--- src/rtl/qspi_pkg.sv ---
// Shared constants and state encoding for the QSPI PSRAM-style memory responder.
package qspi_pkg;

  localparam logic [7:0] CMD_ENTER_QPI  = 8'h35;
  localparam logic [7:0] CMD_QUAD_READ  = 8'hEB;
  localparam logic [7:0] CMD_QUAD_WRITE = 8'h38;

  typedef enum logic [2:0] {
    ST_IDLE    = 3'd0,
    ST_INSTR   = 3'd1,
    ST_ADDR    = 3'd2,
    ST_DUMMY   = 3'd3,
    ST_RD_DATA = 3'd4,
    ST_WR_DATA = 3'd5,
    ST_IGNORE  = 3'd6
  } qspi_rsp_state_e;

  function automatic logic is_quad_cmd(input logic [7:0] cmd);
    return (cmd == CMD_QUAD_READ) || (cmd == CMD_QUAD_WRITE);
  endfunction

endpackage

--- src/rtl/qspi_pin_sync.sv ---
// Two-flop synchronizers for the QSPI pins plus SCK edge detection.
module qspi_pin_sync (
  input  logic       clk_i,
  input  logic       rst_in,
  input  logic       sck_i,
  input  logic       cs_in,
  input  logic [3:0] sd_i,
  output logic       cs_sync_o,
  output logic [3:0] sd_sync_o,
  output logic       sck_rise_o,
  output logic       sck_fall_o
);

  logic [1:0] sck_q;
  logic [1:0] cs_q;
  logic [3:0] sd0_q;
  logic [3:0] sd1_q;
  logic       sck_prev_q;

  // Synchronizer chains; CS idles deasserted (high) out of reset.
  always_ff @(posedge clk_i or negedge rst_in) begin
    if (!rst_in) begin
      sck_q      <= 2'b00;
      cs_q       <= 2'b11;
      sd0_q      <= 4'h0;
      sd1_q      <= 4'h0;
      sck_prev_q <= 1'b0;
    end else begin
      sck_q      <= {sck_q[0], sck_i};
      cs_q       <= {cs_q[0], cs_in};
      sd0_q      <= sd_i;
      sd1_q      <= sd0_q;
      sck_prev_q <= sck_q[1];
    end
  end

  assign cs_sync_o  = cs_q[1];
  assign sd_sync_o  = sd1_q;
  assign sck_rise_o = sck_q[1] & ~sck_prev_q;
  assign sck_fall_o = ~sck_q[1] & sck_prev_q;

endmodule

--- src/rtl/qspi_mem_responder.sv ---
// QSPI target answering enter-quad / quad read / quad write on a byte-wide memory port.
module qspi_mem_responder
  import qspi_pkg::*;
#(
  parameter int ADDR_W       = 24,
  parameter int DUMMY_CYCLES = 7
) (
  input  logic              clk_i,
  input  logic              rst_in,
  input  logic              sck_i,
  input  logic              cs_in,
  input  logic [3:0]        sd_i,
  output logic [3:0]        sd_o,
  output logic [3:0]        sd_oe_o,
  output logic              qpi_o,
  output logic              mem_re_o,
  output logic              mem_we_o,
  output logic [ADDR_W-1:0] mem_adr_o,
  output logic [7:0]        mem_wdata_o,
  input  logic [7:0]        mem_rdata_i
);

  localparam logic [ADDR_W-1:0] ADR_ONE = {{(ADDR_W-1){1'b0}}, 1'b1};

  logic        cs_s;
  logic [3:0]  sd_s;
  logic        rise_s;
  logic        fall_s;
  logic [23:0] nxt_shift_s;
  logic [7:0]  instr_s;

  qspi_rsp_state_e   state_q, state_d;
  logic [7:0]        cnt_q, cnt_d;
  logic [19:0]       shift_q, shift_d;
  logic              is_wr_q, is_wr_d;
  logic              phase_q, phase_d;
  logic [3:0]        hi_q, hi_d;
  logic [3:0]        lo_q, lo_d;
  logic [7:0]        rbuf_q, rbuf_d;
  logic              rd_pend_q;
  logic [ADDR_W-1:0] adr_q, adr_d;
  logic              qpi_q, qpi_d;
  logic              cs_prev_q;
  logic [3:0]        sd_q, sd_d;
  logic [3:0]        oe_q, oe_d;
  logic              re_q, re_d;
  logic              we_q, we_d;
  logic [ADDR_W-1:0] madr_q, madr_d;
  logic [7:0]        wdata_q, wdata_d;

  qspi_pin_sync u_sync (
    .clk_i      (clk_i),
    .rst_in     (rst_in),
    .sck_i      (sck_i),
    .cs_in      (cs_in),
    .sd_i       (sd_i),
    .cs_sync_o  (cs_s),
    .sd_sync_o  (sd_s),
    .sck_rise_o (rise_s),
    .sck_fall_o (fall_s)
  );

  assign nxt_shift_s = {shift_q, sd_s};
  assign instr_s     = {shift_q[6:0], sd_s[0]};

  // Transfer FSM; CS high overrides any SCK event in the same cycle.
  always_comb begin
    state_d = state_q;
    cnt_d   = cnt_q;
    shift_d = shift_q;
    is_wr_d = is_wr_q;
    phase_d = phase_q;
    hi_d    = hi_q;
    lo_d    = lo_q;
    rbuf_d  = rd_pend_q ? mem_rdata_i : rbuf_q;
    adr_d   = adr_q;
    qpi_d   = qpi_q;
    sd_d    = sd_q;
    oe_d    = oe_q;
    re_d    = 1'b0;
    we_d    = 1'b0;
    madr_d  = madr_q;
    wdata_d = wdata_q;
    if (cs_s) begin
      state_d = ST_IDLE;
      oe_d    = 4'h0;
      phase_d = 1'b0;
    end else begin
      case (state_q)
        ST_IDLE: begin
          if (cs_prev_q) begin
            state_d = ST_INSTR;
            cnt_d   = 8'd7;
          end else begin
            state_d = ST_IDLE;
          end
        end
        ST_INSTR: begin
          if (rise_s) begin
            shift_d = {shift_q[18:0], sd_s[0]};
            if (cnt_q == 8'd0) begin
              if (instr_s == CMD_ENTER_QPI) begin
                qpi_d   = 1'b1;
                state_d = ST_IGNORE;
              end else if (is_quad_cmd(instr_s) && qpi_q) begin
                state_d = ST_ADDR;
                cnt_d   = 8'd5;
                is_wr_d = (instr_s == CMD_QUAD_WRITE);
              end else begin
                state_d = ST_IGNORE;
              end
            end else begin
              cnt_d = cnt_q - 8'd1;
            end
          end else begin
            state_d = ST_INSTR;
          end
        end
        ST_ADDR: begin
          if (rise_s) begin
            shift_d = nxt_shift_s[19:0];
            if (cnt_q == 8'd0) begin
              adr_d   = nxt_shift_s[ADDR_W-1:0];
              phase_d = 1'b0;
              if (is_wr_q) begin
                state_d = ST_WR_DATA;
              end else begin
                state_d = ST_DUMMY;
                cnt_d   = 8'(DUMMY_CYCLES);
                re_d    = 1'b1;
                madr_d  = nxt_shift_s[ADDR_W-1:0];
              end
            end else begin
              cnt_d = cnt_q - 8'd1;
            end
          end else begin
            state_d = ST_ADDR;
          end
        end
        ST_DUMMY, ST_RD_DATA: begin
          if (fall_s && (state_q == ST_RD_DATA) && phase_q) begin
            sd_d    = lo_q;
            adr_d   = adr_q + ADR_ONE;
            phase_d = 1'b0;
          end else if (fall_s && ((state_q == ST_RD_DATA) || (cnt_q == 8'd0))) begin
            // Launching a high nibble also prefetches the following byte.
            state_d = ST_RD_DATA;
            sd_d    = rbuf_q[7:4];
            lo_d    = rbuf_q[3:0];
            oe_d    = 4'hF;
            re_d    = 1'b1;
            madr_d  = adr_q + ADR_ONE;
            phase_d = 1'b1;
          end else if (rise_s && (state_q == ST_DUMMY) && (cnt_q != 8'd0)) begin
            cnt_d = cnt_q - 8'd1;
          end else begin
            state_d = state_q;
          end
        end
        ST_WR_DATA: begin
          if (rise_s && !phase_q) begin
            hi_d    = sd_s;
            phase_d = 1'b1;
          end else if (rise_s) begin
            we_d    = 1'b1;
            wdata_d = {hi_q, sd_s};
            madr_d  = adr_q;
            adr_d   = adr_q + ADR_ONE;
            phase_d = 1'b0;
          end else begin
            state_d = ST_WR_DATA;
          end
        end
        ST_IGNORE: state_d = ST_IGNORE;
        default:   state_d = ST_IDLE;
      endcase
    end
  end

  // State and registered outputs.
  always_ff @(posedge clk_i or negedge rst_in) begin
    if (!rst_in) begin
      state_q   <= ST_IDLE;
      cnt_q     <= 8'd0;
      shift_q   <= 20'h0;
      is_wr_q   <= 1'b0;
      phase_q   <= 1'b0;
      hi_q      <= 4'h0;
      lo_q      <= 4'h0;
      rbuf_q    <= 8'h00;
      rd_pend_q <= 1'b0;
      adr_q     <= '0;
      qpi_q     <= 1'b0;
      cs_prev_q <= 1'b1;
      sd_q      <= 4'h0;
      oe_q      <= 4'h0;
      re_q      <= 1'b0;
      we_q      <= 1'b0;
      madr_q    <= '0;
      wdata_q   <= 8'h00;
    end else begin
      state_q   <= state_d;
      cnt_q     <= cnt_d;
      shift_q   <= shift_d;
      is_wr_q   <= is_wr_d;
      phase_q   <= phase_d;
      hi_q      <= hi_d;
      lo_q      <= lo_d;
      rbuf_q    <= rbuf_d;
      rd_pend_q <= re_q;
      adr_q     <= adr_d;
      qpi_q     <= qpi_d;
      cs_prev_q <= cs_s;
      sd_q      <= sd_d;
      oe_q      <= oe_d;
      re_q      <= re_d;
      we_q      <= we_d;
      madr_q    <= madr_d;
      wdata_q   <= wdata_d;
    end
  end

  assign sd_o        = sd_q;
  assign sd_oe_o     = oe_q;
  assign qpi_o       = qpi_q;
  assign mem_re_o    = re_q;
  assign mem_we_o    = we_q;
  assign mem_adr_o   = madr_q;
  assign mem_wdata_o = wdata_q;

endmodule

--- config.mk ---
export PLATFORM = sky130hd
export DESIGN_NAME = qspi_mem_responder
export DESIGN_NICKNAME = d
export VERILOG_FILES = /design/src/rtl/qspi_pkg.sv /design/src/rtl/qspi_pin_sync.sv /design/src/rtl/qspi_mem_responder.sv
export SDC_FILE = /design/constraint.sdc
export NUM_CORES = 1
export LEC_CHECK = 0
export CELL_PAD_IN_SITES_DETAIL_PLACEMENT = 0
export CELL_PAD_IN_SITES_GLOBAL_PLACEMENT = 1
export CORE_UTILIZATION = 45
export DETAILED_ROUTE_END_ITERATION = 10
export PLACE_DENSITY = 0.77
export SYNTH_ARGS = -nofsm -noshare
export SYNTH_HDL_FRONTEND = slang
export SYNTH_SLANG_ARGS = --single-unit
--- constraint.sdc ---
create_clock -name clk_i -period 3.1 [get_ports clk_i]
set_input_delay 0.31 -clock clk_i [delete_from_list [all_inputs] [get_ports clk_i]]
set_output_delay 0.31 -clock clk_i [all_outputs]
set_load 0.05 [all_outputs]
Yosys cells after proc, flatten, opt, wreduce, memory -nomap -nowiden
Cells that the tools add are included.
{"block": "word_totals", "in_bits": 16, "regBits": 131, "wordCells": 170, "out_inout_bits": 43}
{"block": "classes", "reduce_logical": 34, "bitwise": 8, "muxes": 68, "add_sub_neg": 2, "eq_ne": 35}
{"op": "24-bit 2-to-1 mux", "count": 12}
{"op": "24-bit case mux with 3 select lines", "count": 2}
{"op": "8-bit 2-to-1 mux", "count": 11}
{"op": "20-bit 2-to-1 mux", "count": 2}
{"op": "20-bit case mux with 2 select lines", "count": 1}
{"op": "3-bit 2-to-1 mux", "count": 12}
{"op": "8-bit case mux with 4 select lines", "count": 1}
{"op": "24-bit by 1-bit adder with 24-bit output, second input constant", "count": 1}
{"op": "4-bit 2-to-1 mux", "count": 6}
{"op": "2-bit inequality test, second input constant", "count": 12}
{"op": "1-bit 2-to-1 mux", "count": 18}
{"op": "3-bit by 2-bit inequality test with 1-bit output, second input constant", "count": 6}
{"op": "3-bit case mux with 6 select lines", "count": 1}
{"op": "8-bit by 6-bit equality test with 1-bit output, second input constant", "count": 2}
{"op": "4-bit by 3-bit inequality test with 1-bit output, second input constant", "count": 4}
{"op": "4-bit AND reduction", "count": 3}
{"op": "6-bit AND reduction", "count": 2}
{"op": "11-bit AND reduction", "count": 1}
{"op": "5-bit AND reduction", "count": 2}
{"op": "3-bit equality test, second input constant", "count": 3}
{"op": "3-bit inequality test, second input constant", "count": 3}
{"op": "3-bit AND reduction", "count": 3}
{"op": "9-bit AND reduction", "count": 1}
{"op": "8-bit equality test, second input constant", "count": 1}
{"op": "19 further kinds", "count": 37}

Depth between registers and ports, before layout
Gate-level depths: netlist (run 1).
{"block": "logic_depth", "word_depth": 9, "mapped_depth": 9, "ltp_nobuf": 7}

By module
Synthesis (run 1) repeated with hierarchy kept, for this count alone.
{"block": "unflattened", "hier_cells": 782, "hier_area_um2": 7130.6}
{"module": "qspi_mem_responder", "seq_area_each_um2": 2879.0, "area_each_um2": 6787.8, "cells_each": 767, "n_inst": 1}
{"module": "qspi_pin_sync", "seq_area_each_um2": 327.8, "area_each_um2": 342.8, "cells_each": 15, "n_inst": 1}

Worst setup path after synthesis (run 1)
Ideal clock, no wire load.
{"block": "synth_path", "path_type": "flip-flop to flip-flop", "startpoint": "register cnt_q[0]", "endpoint": "register madr_q[11] (netlist: mem_adr_o[11])", "setup_ns": 0.128, "t_arrival_ns": 2.103, "n_path_buf": 1, "slack_ns": 0.869, "stages_incl_launch_ff": 9, "period_less_slack_ns": 2.231, "required_ns": 2.972, "cell_sequence": "dfrtp_1 inv_1 ha_1 or4b_4 nor4_4 o21a_2 nand2_2 buf_6 mux2_1"}
{"block": "synth_between", "elab_chain_cells": 5, "word_cells_on_any_way": 6, "classes_between": "eq/ne (2); reduce/logical (4)"}
{"element": "from (decl)", "line": "qspi_mem_responder.sv:33", "text": "logic [7:0] cnt_q, cnt_d;"}
{"element": "from (signal assigned)", "line": "qspi_mem_responder.sv:203", "text": "cnt_q <= cnt_d;"}
{"element": "8-bit zero test *", "line": "qspi_mem_responder.sv:122, qspi_mem_responder.sv:145"}
{"element": "1-bit logical OR", "line": "qspi_mem_responder.sv:145", "text": "end else if (fall_s && ((state_q == ST_RD_DATA) || (cnt_q == 8'd0))) begin"}
{"element": "1-bit logical AND", "line": "qspi_mem_responder.sv:145"}
{"element": "2-bit inequality test (no source line)"}
{"element": "9-bit AND reduction (no source line) *"}
{"element": "to (signal assigned)", "line": "qspi_mem_responder.sv:218", "text": "madr_q <= madr_d;"}
{"element": "to (decl)", "line": "qspi_mem_responder.sv:48", "text": "logic [ADDR_W-1:0] madr_q, madr_d;"}
Mark *: on every way between the ends. The rest lies on a longest branch, timed or not.
A chain may end at the register's enable or synchronous reset.

Worst setup path after layout (run 1)
{"block": "layout_path", "startpoint": "register cnt_q[0]", "endpoint": "register adr_q[19]"}
{"block": "layout_between", "elab_chain_cells": 3}
{"element": "8-bit zero test", "line": "qspi_mem_responder.sv:122", "text": "if (cnt_q == 8'd0) begin"}
{"element": "2-bit inequality test (no source line)"}
{"element": "7-bit AND reduction (no source line)"}
{"element": "to (signal assigned)", "line": "qspi_mem_responder.sv:211", "text": "adr_q <= adr_d;"}
{"element": "to (decl)", "line": "qspi_mem_responder.sv:41", "text": "logic [ADDR_W-1:0] adr_q, adr_d;"}
Every way passes these cells.

==> results of run 1 <==
-- kinds of logic after synthesis --
group,after synthesis,synth area share
xor gates and xnor gates,2,0.00249
DFF,128,0.456
buffers and inverters,77,0.0465
AOI/OAI and AO/OA,224,0.214
adders and majority gates,3,0.00534
and+or+nand+nor,214,0.169
muxes,70,0.107
-- per-stage QoR --
stage / std cells / utilization / total power, mW
global route: 970 / 0.557 / 5.92
floorplan: 718 / - / 3.15
global placement: 937 / 0.517 / 3.57
finish: 970 / 0.557 / 5.66
CTS: 970 / 0.557 / 5.69
detailed placement: 937 / 0.517 / 3.61
-- cell usage in the layout (no fill, tap or decap), drive strengths merged, types with 15 or more instances in the layout --
cell           synthesis  final
a31oi                 26     26
nand2                 54     54
clkdlybuf4s50          0     57
o21ai                 60     60
buf                   24     33
a211oi                16     16
nand4                 15     15
inv                   18     27
o22ai                 15     15
nand3                 17     17
a21oi                 32     32
mux2i                 30     30
mux2                  40     40
clkbuf                35     18
nor2                  43     43
dfrtp                125    125
-- power breakdown --
group / leakage (nW) / internal, mW / total [mW] / switching [mW]
Sequential: 1.67 / 1.96 / 2.35 / 0.390
Clock: 0.293 / 1.23 / 2.07 / 0.831
Combinational: 1.51 / 0.510 / 1.25 / 0.735
Total: 3.47 / 3.71 / 5.66 / 1.96
-- registers in the layout (all words and copies together), names as in the netlist, 2 cells and up --
name,flops
mem_adr_o,24
adr_q,24
u_sync.sck_q,2
lo_q,4
u_sync.sd_sync_o,4
state_q,3
cnt_q,8
u_sync.cs_q,2
mem_wdata_o,8
sd_o,4
shift_q,20
hi_q,4
rbuf_q,8
u_sync.sd0_q,4
-- metal layers --
metal,vias up,global-route usage,share of wire
met2,230,0.410,0.47
met4,0,0.111,0.019
li1,2826,-,-
met3,30,0.0540,0.058
met1,3044,0.358,0.45
met5,-,0,0
-- area by class of cell --
class | instances | area, um^2 | share of cell area
clock buffer | 18 | 439 | 0.0518
clock inverter | 14 | 168 | 0.0198
inverter | 18 | 67.6 | 0.00798
multi-input combinational | 513 | 3500 | 0.413
sequential | 128 | 3210 | 0.379
tap | 188 | 235 | 0.0278
timing repair buffer | 91 | 853 | 0.101
-- worst max path at each step --
stage                    endpoint  slack (ns)  depth (start not counted)
floorplan           mem_adr_o[11]        0.87                          8
global placement        adr_q[23]        0.47                          7
detailed placement      adr_q[19]        0.35                          7
CTS                      adr_q[2]        0.34                          7
global route             adr_q[3]        0.09                          7
finish                  adr_q[19]        0.24                          7
==> results.yml, run 1 <==
outcome:
  outcome: "finished, final reports clean"
setup_path:
  cp_slowest_cell: "nor2_1"
  cp_num_buf_inv: 1
  cp_cell_sequence: "inv_1 -> ha_1 -> nor4b_2 -> nand4_1 -> a31o_2 -> nor2_1 -> a2bb2oi_1"
  cp.required_ns: 3.33
  critPathLaunch: "cnt_q[0]"
  crit_family: "simple AND/OR/NAND/NOR gates"
  crit_fanout: 14
  end_kind: "flop"
  critPathKind: "reg2reg"
  reg2reg_depth: 7
  crit_arrival_ns: 3.09
  cp-start-kind: "flop"
  r2r_start: "cnt_q[0]"
  rrSetupSlack_ns: 0.24
  r2r_end: "adr_q[19]"
  max_stage_delay_ns: 1.04
timing:
  relSlewSlack: 0.0845
  grt_setup_unrepaired: "false"
  period_share: 0.922
  drv_slew: 0
  fin_setup_tns_ns: 0
  max_freq_mhz: 350
  worstMarginPinSlew_ns: 1.37
  setup-violations-final: 0
  finalHoldViolCount: 0
  finClkSkew_ns: 0.0113
  finalWorstPathRequiredPeriod_ns: 2.86
  worst_hold_slack_ns: 0.285
  worst_slack_ns: 0.241
cells_and_area:
  final_nets: 788
  fill_cells: 1334
  syn_to_final_growth_pct: 20.5
  drive_gt1_frac: 0.160
  fin_area_um2: 8470
  n_antenna_cell: 0
clock_network:
  cts_resized: 0
  clock_sinks: 128
  cts_tree: "done"
  path_clk_slew_ns: 0.07
  htreeDepth: 4
  post-cts-setup-buffer-count: 0
  cts_buffer_depth: 2
  cts_root_buf: "clkbuf_16"
  postCtsHoldBufs: 1
  worstSkewPairLatency_ns: 0.43
  cts_buffers: 17
floorplanning:
  io_pins: 59
  rows: 45
  start_util: 0.462
  die_w_um: 127
  core_area_um2: 15200
  dieArea_um2: 16100
  die_h_um: 127
placement:
  portBuffers: 58
  dpl.hpwl_um: 13900
  dpl_worst_slack_ns: 0.348
  place_area_um2: 7850
  gp_congestion: 0.877
logic_synthesis:
  async_flop_share: 1.00
  ys_warn_count: 0
  synth_seq_area_share: 0.456
  syn-num-nets: 737
  ys.flop_type: "dfrtp_1"
  ys_ff_latch: 128
  synth_area_um2: 7030
  synthTopCellsByCount: "dfrtp_1 (125), o21ai_0 (59), nand2_1 (53), nor2_1 (43), mux2_2 (39)"
  yosysMostFrequentCell: "dfrtp_1"
  yosys.area.top_type_share: 0.445
  syn-mean-instance-area_um2: 9.79
  synth_enable_flop_cells: 0
  synthCells: 718
  yosysTopAreaCell: "dfrtp_1"
  synth_top_cells_by_area: "dfrtp_1 (44%), mux2_2 (6.2%), mux2i_1 (4.3%)"
  synth_cell_type_count: 78
global_route:
  grt_max_degree: 59
  grt_pass1_wl_um: 32600
  overflow: 0
  antenna_found_initial: 0
  grt_pass1_vias: 6095
  grt_use_total: 0.263
min_path:
  hold_depth: 1
  hp-class: "in2reg"
  whs_endpoint: "u_sync.cs_q[0]"
  min-delay-start: "cs_in"
detailed_routing:
  wl_per_cell_um: 20.8
  dr_total_vias: 6130
  drc: 0
  drt_iter0_drc: 533
  vias_per_cell: 6.32
  dr.pass1.iters: 5
  postRouteAntennaNets: 0
  wl_um: 20200
pwr:
  leakagePower_nw: 3.47
  power_density_nw_per_um2: 669
  peakVddDrop_v: 0.000425
job:
  drv_cap: 0
Power figures use the tool's default switching activity.
==> inputs of run 2 (changes only) <==
Settings changed: CELL_PAD_IN_SITES_DETAIL_PLACEMENT 0 to 1, CELL_PAD_IN_SITES_GLOBAL_PLACEMENT 1 to 2, CORE_UTILIZATION 45 to 38, PLACE_DENSITY 0.77 to 0.79.
==> results.yml, run 2 (same netlist as run 1, synthesis figures left out) <==
setup_path:
  end_kind: "flop"
  r2r_start: "state_q[1]"
  critPathMostFrequentCell: "buf_4"
  cp_slowest_cell: "dfrtp_1"
  rrSetupSlack_ns: 0.26
  r2r_end: "mem_adr_o[16]"
  cp_cell_sequence: "nor2b_1 -> buf_4 -> nor2_1 -> buf_4 -> a211oi_1 -> nor3b_1 -> mux2_2"
  cp-start-kind: "flop"
  reg2reg_depth: 7
  crit_fanout: 26
  cp.required_ns: 3.47
  crit_end: "mem_adr_o[16]"
  max_stage_delay_ns: 0.86
  critPathLaunch: "state_q[1]"
  critPathKind: "reg2reg"
  crit_arrival_ns: 3.20
clock_network:
  cts_tree: "done"
  cts_root_buf: "clkbuf_16"
  cts_buffers: 17
  path_clk_slew_ns: 0.06
  worstSkewPairLatency_ns: 0.43
  htreeDepth: 4
  post-cts-setup-buffer-count: 0
  clock_sinks: 128
  cts_buffer_depth: 2
timing:
  finalHoldViolCount: 0
  worst_slack_ns: 0.264
  relSlewSlack: 0.380
  finClkSkew_ns: 0.0146
  grt_setup_unrepaired: "false"
  period_share: 0.915
  finalWorstPathRequiredPeriod_ns: 2.84
  setup-violations-final: 0
  worstMarginPinSlew_ns: 0.927
  fin_setup_tns_ns: 0
  worst_hold_slack_ns: 0.304
  drv_slew: 0
  max_freq_mhz: 353
detailed_routing:
  wl_per_cell_um: 22.3
  drt_iter0_drc: 382
  dr_total_vias: 6237
  drc: 0
  dr.pass1.iters: 5
  postRouteAntennaNets: 0
  vias_per_cell: 6.13
  wl_um: 22700
global_route:
  antenna_found_initial: 0
  grt_pass1_vias: 6497
  grt_max_degree: 79
  overflow: 0
  grt_pass1_wl_um: 36700
  grt_use_total: 0.244
outcome:
  outcome: "finished, final reports clean"
cells_and_area:
  layout_common_cells: "dfrtp_1 (125), o21ai_0 (59), clkdlybuf4s50_1 (57)"
  n_antenna_cell: 0
  seqCellArea_um2: 3210
  multi_input_area_um2: 3500
  syn_to_final_growth_pct: 21.9
  fill_cells: 2046
  drive_gt1_frac: 0.167
  final_nets: 795
  layout_commonest_cell: "dfrtp_1"
floorplanning:
  core_area_um2: 18000
  dieArea_um2: 19000
  io_pins: 59
  start_util: 0.390
  die_h_um: 138
  rows: 49
  die_w_um: 138
pwr:
  combPwrFrac: 0.223
  p_clk_frac: 0.363
  power_density_nw_per_um2: 665
  switching_share: 0.353
  leakagePower_nw: 3.51
  p_int_mw: 3.69
  p_total_mw: 5.70
  peakVddDrop_v: 0.000415
  switching_power_mw: 2.01
  pwr-share-seq: 0.414
placement:
  dpl_worst_slack_ns: 0.374
  dpl.hpwl_um: 15700
  gp_congestion: 0.863
  portBuffers: 58
min_path:
  hp-class: "in2reg"
job:
  drv_cap: 0
[run 2: repair_timing]
item                      CTS  global route
hold buffers                1             0
resized for setup           0             0
hold endpoints to repair   59             0
[run 2: power by group through the flow]
stage / combinational (mW) / sequential (mW) / clock, mW
global route: 1.36 / 2.40 / 2.17
detailed placement: 1.27 / 2.38 / 0
global placement: 1.23 / 2.36 / 0
floorplan: 0.668 / 2.49 / 0
CTS: 1.28 / 2.35 / 2.10
finish: 1.27 / 2.36 / 2.07
[run 2: cell type report]
cell class	instances	area share
Multi-Input combinational cell	513	0.409
Sequential cell	128	0.374
Timing Repair Buffer	98	0.106
Clock buffer	17	0.0496
Tap cell	229	0.0334
Clock inverter	15	0.0201
Inverter	18	0.00788
[run 2: metrics by stage]
stage          instance area (um^2)  std cells   util
6_report                       8570       1018  0.475
5_1_grt                        8570       1018  0.475
4_1_cts                        8570       1018  0.475
3_5_place_dp                   7960        985  0.442
3_3_place_gp                   7960        985  0.442
2_1_floorplan                  7030        718      -
[run 2: worst max-delay path, delay by kind of cell, from the launching register on]
family          cells  cell delay [ns]
compound gates      1             0.08
buf+inv             2             0.56
simple gates        3             1.10
flops               1             0.86
mux                 1             0.18
[run 2: worst min path at each step]
stage,endpoint,slack [ns],cells after the start,from
finish,u_sync.cs_q[0],0.30,1,cs_in
global route,u_sync.cs_q[0],0.30,1,cs_in
CTS,u_sync.cs_q[0],0.30,1,cs_in
detailed placement,u_sync.sd_sync_o[3],0.34,0,u_sync.sd0_q[3]
global placement,u_sync.sd_sync_o[3],0.33,0,u_sync.sd0_q[3]
floorplan,adr_q[0],0.01,0,rst_in
[run 2: routing by layer]
layer / global-route usage / wire length (um)
met5: 0 / 0
met3: 0.0544 / 1180
met1: 0.328 / 10400
met4: 0.0792 / 506
met2: 0.388 / 10600
==> inputs of run 3 (changes only) <==
Settings changed: CELL_PAD_IN_SITES_DETAIL_PLACEMENT 1 to 0, CELL_PAD_IN_SITES_GLOBAL_PLACEMENT 2 to 1, CORE_UTILIZATION 38 to 45, PLACE_DENSITY 0.79 to 0.77.
==> results of run 3 <==
Final layout, timing and power as in run 1 (identical DEF).
